## src/rtl/mdl_memory_mp.sv

```systemverilog
// Multi-port word memory with byte-lane writes, NRD independent 1-cycle read
// ports with write-through bypass, a sticky address-error flag and a
// sequential clear engine that zeroes the array after reset or on request.
module mdl_memory_mp #(
    parameter  int DEPTH = 16,
    parameter  int WIDTH = 16,
    parameter  int NRD   = 2,
    localparam int AW    = $clog2(DEPTH),
    localparam int NB    = WIDTH / 8
) (
    input  logic                 clk,
    input  logic                 rst,
    input  logic                 clr_req,
    output logic                 busy,
    input  logic                 vld_in,
    input  logic [AW-1:0]        wr_addr,
    input  logic [NB-1:0]        wr_be,
    input  logic [WIDTH-1:0]     data_in,
    input  logic [NRD-1:0]       vld_out,
    input  logic [NRD*AW-1:0]    rd_addr,
    output logic [NRD*WIDTH-1:0] data_out,
    output logic [NRD-1:0]       rd_vld,
    output logic                 addr_err
);

    typedef enum logic {
        ST_CLEAR = 1'b0,
        ST_IDLE  = 1'b1
    } state_t;

    // Address-space bounds; the AW-bit address can exceed DEPTH-1 when DEPTH
    // is not a power of two, so range checks use one extra bit.
    localparam logic [AW:0]   DEPTH_W = (AW+1)'(DEPTH);
    localparam logic [AW-1:0] LAST    = AW'(DEPTH - 1);

    state_t                 state_q;
    logic [AW-1:0]          clr_ptr_q;
    logic [WIDTH-1:0]       mem [DEPTH];

    logic [NRD-1:0]         rd_vld_q, rd_vld_d;
    logic [NRD*WIDTH-1:0]   data_out_q, data_out_d;
    logic                   addr_err_q;

    logic                   wr_in_range;
    logic                   wr_acc;
    logic                   wr_err;
    logic                   rd_err;
    logic [AW-1:0]          rd_a;
    logic [WIDTH-1:0]       rd_word;

    // Replace the enabled byte lanes of old_w with those of new_w.
    function automatic logic [WIDTH-1:0] merge_lanes(input logic [WIDTH-1:0] old_w,
                                                     input logic [WIDTH-1:0] new_w,
                                                     input logic [NB-1:0]    be);
        merge_lanes = old_w;
        for (int b = 0; b < NB; b++) begin
            if (be[b]) merge_lanes[8*b +: 8] = new_w[8*b +: 8];
        end
    endfunction

    assign busy        = (state_q == ST_CLEAR);
    assign wr_in_range = ({1'b0, wr_addr} < DEPTH_W);
    assign wr_acc      = vld_in && !busy && wr_in_range;
    assign wr_err      = vld_in && !busy && !wr_in_range;

    // Clear engine: walk clr_ptr across the array, then idle until clr_req.
    always_ff @(posedge clk) begin
        // NOTE: sequential state uses non-blocking assignments so every
        // register samples pre-edge values regardless of statement order.
        if (!rst) begin
            state_q   <= ST_CLEAR;
            clr_ptr_q <= '0;
        end else begin
            case (state_q)
                ST_CLEAR: begin
                    if (clr_ptr_q == LAST) state_q   <= ST_IDLE;
                    else                   clr_ptr_q <= clr_ptr_q + 1'b1;
                end
                ST_IDLE: begin
                    if (clr_req) begin
                        state_q   <= ST_CLEAR;
                        clr_ptr_q <= '0;
                    end
                end
                default: state_q <= ST_CLEAR;
            endcase
        end
    end

    // Array update: zero one word per cycle while clearing, else byte-lane write.
    always_ff @(posedge clk) begin
        // NOTE: the array has no reset; its contents are zeroed only by the
        // clear walk, which keeps it mappable onto plain RAM.
        if (rst) begin
            if (state_q == ST_CLEAR) begin
                mem[clr_ptr_q] <= '0;
            end else if (wr_acc) begin
                for (int b = 0; b < NB; b++) begin
                    if (wr_be[b]) mem[wr_addr][8*b +: 8] <= data_in[8*b +: 8];
                end
            end
        end
    end

    // Read ports: look up, apply same-cycle write bypass, flag out-of-range.
    always_comb begin
        // NOTE: every variable gets a default first so no path leaves it
        // unassigned, which would otherwise infer a latch.
        rd_vld_d   = '0;
        data_out_d = data_out_q;
        rd_err     = 1'b0;
        rd_a       = '0;
        rd_word    = '0;
        for (int k = 0; k < NRD; k++) begin
            if (vld_out[k] && !busy) begin
                rd_a        = rd_addr[k*AW +: AW];
                rd_vld_d[k] = 1'b1;
                if ({1'b0, rd_a} < DEPTH_W) begin
                    rd_word = mem[rd_a];
                    if (wr_acc && (wr_addr == rd_a)) begin
                        rd_word = merge_lanes(rd_word, data_in, wr_be);
                    end
                    data_out_d[k*WIDTH +: WIDTH] = rd_word;
                end else begin
                    data_out_d[k*WIDTH +: WIDTH] = '0;
                    rd_err                       = 1'b1;
                end
            end
        end
    end

    // Registered read outputs and sticky address-error flag.
    always_ff @(posedge clk) begin
        if (!rst) begin
            rd_vld_q   <= '0;
            data_out_q <= '0;
            addr_err_q <= 1'b0;
        end else begin
            rd_vld_q   <= rd_vld_d;
            data_out_q <= data_out_d;
            if (wr_err || rd_err) addr_err_q <= 1'b1;
        end
    end

    assign rd_vld   = rd_vld_q;
    assign data_out = data_out_q;
    assign addr_err = addr_err_q;

endmodule

```

## config.mk

```make
export PLATFORM = sky130hd
export DESIGN_NAME = mdl_memory_mp
export DESIGN_NICKNAME = d
export VERILOG_FILES = /design/src/rtl/mdl_memory_mp.sv
export SDC_FILE = /design/constraint.sdc
export NUM_CORES = 1
export LEC_CHECK = 0
export CAP_MARGIN = 20
export CORE_MARGIN = 2
export CORE_UTILIZATION = 37
export CTS_CLUSTER_SIZE = 16
export DETAILED_ROUTE_END_ITERATION = 12
export GPL_TIMING_DRIVEN = 0
export PLACE_DENSITY_LB_ADDON = 0.25
export REMOVE_ABC_BUFFERS = 1
export SETUP_SLACK_MARGIN = 0.02
export SYNTH_ARGS = -nofsm -noshare
export SYNTH_HDL_FRONTEND = slang
export SYNTH_SLANG_ARGS = --single-unit
```

## constraint.sdc

```tcl
create_clock -name clk -period 2.9 [get_ports clk]
set_clock_uncertainty 0.05 [all_clocks]
set_input_delay 0.435 -clock clk [delete_from_list [all_inputs] [get_ports clk]]
set_output_delay 0.435 -clock clk [all_outputs]
set_load 0.03 [all_outputs]
```

Word level (Yosys, flattened, before mapping)
Memory sizes are Yosys's and may differ from the RTL's.
Cells that the tools add are included.
{"block": "op_classes", "bitwise": 1, "n_reduce_logical": 7, "addsub": 1, "n_eq_ne": 5, "n_mux": 30}
{"cell": "16-bit two-way mux", "n": 3}
{"cell": "8-bit two-way mux", "n": 4}
{"cell": "1-bit two-way mux", "n": 17}
{"cell": "16-bit OR reduction", "n": 1}
{"cell": "4-bit two-way mux", "n": 3}
{"cell": "4-bit == test", "n": 2}
{"cell": "4-bit one-hot mux with 2 select lines", "n": 1}
{"cell": "1-bit logical AND", "n": 5}
{"cell": "4-bit by 1-bit adder with 4-bit output, second input constant", "n": 1}
{"cell": "4-bit == test, second input constant", "n": 1}
{"cell": "2-bit != test, second input constant", "n": 2}
{"cell": "2-bit two-way mux", "n": 1}
{"cell": "1-bit one-hot mux with 2 select lines", "n": 1}
{"cell": "2-bit AND reduction", "n": 1}
{"cell": "1-bit inverter", "n": 1}
{"block": "word_totals", "ff_bits": 39, "output_inout_bits": 36, "mem_count": 1, "wordCells": 50, "ramBits": 256, "input_bits": 36}
{"name": "mem", "depth": 16, "word_bits": 16, "rd": 2, "rd_ports_with_merged_regs": 0, "write_ports": 1, "line_no": "38", "source": "logic [WIDTH-1:0] mem [DEPTH];"}

Depth between registers and ports, before layout
{"block": "depth", "ltp_word": 7, "depth_mapped": 7, "mapped_depth_nobuf": 5}

Worst setup path after synthesis
OpenSTA, ideal clock, no wires.
{"block": "synth_timing", "path_kind": "register to register", "start": "register state_q", "end": "memory mem[9][10], enable pin", "path_stages_with_launch": 8, "t_required_ps": 2480, "n_path_buf": 3, "t_arrival_ps": 1881, "synth_period_minus_slack_ps": 2301, "setup_time_ps": 370, "setup_slack_ps": 599, "path_cell_list": "dfxtp_1 > clkbuf_1 > o2111a_1 > buf_2 > buf_2 > mux2i_1 > nand2_1 > nor2_1"}
{"block": "synth_between", "elab_chain_len": 7, "word_cells_on_any_way": 15, "classes_between": "mux: 13; reduce/logical: 2"}
{"element": "start, declared", "line_no": "36", "source": "state_t state_q;"}
{"element": "start signal, assigned", "line_no": "71", "source": "state_q <= ST_CLEAR;"}
{"element": "start signal, assigned", "line_no": "76", "source": "if (clr_ptr_q == LAST) state_q <= ST_IDLE;"}
{"element": "start signal, assigned", "line_no": "81", "source": "state_q <= ST_CLEAR;"}
{"element": "1-bit logical AND"}
{"element": "1-bit two-way mux", "line_no": "97", "source": "end else if (wr_acc) begin"}
{"element": "1-bit two-way mux", "line_no": "95", "source": "if (state_q == ST_CLEAR) begin"}
{"element": "1-bit two-way mux", "line_no": "94", "source": "if (rst) begin"}
{"element": "1-bit two-way mux (not written as such)", "line_no": "99", "source": "if (wr_be[b]) mem[wr_addr][8*b +: 8] <= data_in[8*b +: 8];"}
{"element": "16-bit OR reduction (no line)"}
{"element": "4-bit two-way mux (no line) / 2-bit two-way mux (equally long branches)"}
{"element": "end, declared", "line_no": "38"}
Parallel ways exist; a longest one is shown, timed or not.

Worst setup path in the final report
{"block": "layout_timing", "start": "register state_q", "end": "memory mem[9][15], enable pin"}
The elaborated chain is that of the path after synthesis.

==> out/qor.csv <==
metric,value,unit
CP peak stage delay,0.66,ns
fin crit period,2.812,ns
Yosys top cell by area,edfxtp_1,
RSZ-0062 raised after global routing,yes,
# placed instances,1274,
vias in the first global route,7892,
"Avg Cell Area, Syn",17.43,um^2
wire per inst,26.38,um
Leak,0.004862,uW
Max Buffers Root-to-Sink,3,
pre-CTS WS,-1.181,ns
Syn-to-layout area delta,17.69,%
"Primary FF master, synth",edfxtp_1,
initial DRC count,855,
cell depth of the worst flop-to-flop path,4,
drt drc,0,
register area share after synthesis,0.6253,
GR Util All Layers,0.1835,
ranking of synthesized cells by area,"edfxtp_1 57%, mux4_2 21%, dfxtp_1 5.8%",
vias per inst,5.861,
Worst Hold Depth,2,
gr ovfl total,0,
# setup viols final,0,
Cells after Synth,777,
hpwl dp,23150,um
CTS tree,yes,
Register Area,0.008468,mm^2
Final Hold Vio Count,0,
period utilization,0.9696,
"wirelength, routed",35160,um
Pre-antenna DRT Iters,5,
total number of vias,7813,
max cap viols,0,
Worst Max-Slew Pin Slew,0.9442,ns
Synth Register Bits,295,
clk slew on worst S/H paths,0.06,ns
CP Cell Sequence,o2111a_2 > mux2i_1 > nand2_1 > nor2_2,
"Slew Viols, Final",0,
worst hold path class,input pin to flop,
Fmax,0.3556,GHz
final worst setup slack,0.08815,ns
Synth async-reset ratio,0,
top post-synthesis cells by count,"256 x edfxtp_1, 126 x mux4_2, 62 x a22oi_1, 50 x and2_1, 43 x nand2_1",
Crit Path Max Fanout,14,
cts bufs inserted,30,
Crit-path slowest cell,dfxtp_1,
global-route wire length before repair,51190,um
number of synthesized flops with an enable pin,256,
Setup crit end kind,flop,
most common cell in the netlist,edfxtp_1,
DIE WIDTH,195.3,um
footprint of the multi-input gates,0.004922,mm^2
WS Path Type,flop to flop,
relative slew slack,0.3676,
# IOs,72,
Layout Cells excl Fill,1333,
worst path required time,3.03,ns
# rows,70,
WHS,0.5041,ns
H-tree depth,1,
gpl congestion,0.8179,
count of buffers from port buffering,70,
status,finished clean,
Die Y,195.3,um
Final nets,876,
final core utilization,0.4385,
maximum VDD drop,0.4790,mV
post-synth cell types,37,
Startpoint Class,flop,
initial antenna violation count,4,
cts hold-fix bufs,0,
Levels on crit path,4,
layout cells sized above 1,0.2680,
mapped cell area,0.01354,mm^2
Synth top area share,0.5676,
Fill cells,3071,
DRT antenna net count,0,
power consumption,9373,uW
Initial Utilization,0.3726,
clk_lat worst skew,0.55,ns
die area,0.03815,mm^2
PwrDens,588.0,mW/mm^2
CORE AREA,0.03635,mm^2
Worst EP arrival,2.94,ns
"Buf+Inv Stages, Crit Path",0,
clk sinks,295,
Root Driver,clkbuf_16,
Crit path max-delay family,simple AND/OR/NAND/NOR gates,
synth warn,0,
largest net degree at the start of global routing,49,
[sequential cells by signal, summed over array words and instances (netlist names)]
name / cells
clr_ptr_q: 4
data_out: 32
mem: 256
rd_vld: 2
state_q: 1
[cells by family after synthesis]
group / Yosys count / share of synthesized area
mux: 135 / 0.2176
xor+xnor: 8 / 0.005174
fa+ha+maj: 1 / 0.0009237
other cells: 1 / 0.0002769
compound gates: 118 / 0.07021
flops: 295 / 0.6253
buf+inv: 59 / 0.02143
simple gates: 160 / 0.05913
[worst register-to-register path, cell delays in order (launching register included)]
cell      delay [ns]
dfxtp_1         0.66
o2111a_2        0.59
mux2i_1         0.35
nand2_1         0.21
nor2_2          0.58
[layout by cell type, fill, tap and decap left out, types with 7 or more instances in the layout]
| master | n |
|---|---|
| buf_6 | 8 |
| xor2_1 | 8 |
| edfxtp_1 | 256 |
| clkbuf_16 | 31 |
| and2_1 | 50 |
| clkinv_1 | 7 |
| a221o_1 | 32 |
| mux4_2 | 126 |
| clkdlybuf4s50_1 | 66 |
| nand2b_1 | 9 |
| nand2_1 | 43 |
| a22oi_1 | 62 |
| dfxtp_1 | 39 |
| nor2_2 | 33 |
[metal layers]
layer  vias to the layer above  global-route usage  wire length, um
li1                       3380                   -                -
met1                      4140              0.2473            14690
met2                       245              0.3134            17680
met3                        46             0.02919             2131
met4                         2             0.04439              652
met5                         -                   0               13
[metrics by stage]
step | setup TNS, ns | cell area, um^2
final | 0 | 15940
after global routing | 0 | 15940
after CTS | -15.16 | 15870
after detailed placement | -313.47 | 14770
after global placement | -423.88 | 14560
after floorplan | 0 | 13280
[layout make-up]
type	count	share of cell area
clock buffers	36	0.04985
repair buffers	82	0.05589
inverters	6	0.001413
flip-flops and latches	295	0.5313
diodes	3	0.0004710
well taps	468	0.03674
multi-input cells	424	0.3088
clock inverters	19	0.01554
[worst paths after layout]
path,start,endpoint,slack (ns)
worst max-delay path,state_q,mem[9][15],0.09
worst min-delay path,data_in[7],data_out[23],0.50
worst max register to register,state_q,mem[9][15],0.09
worst min register to register,data_out[15],data_out[15],0.53
[where the power goes]
group / switching, uW / internal, uW
Sequential: 27.4 / 4610
Combinational: 382 / 313
Clock: 1570 / 2470
[repair_timing]
| action | CTS | global route |
|---|---|---|
| endpoints found under the setup margin | 256 | 256 |
| pin swaps | 0 | 1 |
| buffers inserted | 0 | 0 |
| gates resized for setup | 23 | 15 |
| gates cloned | 0 | 1 |
Power figures use the tool's default switching activity.
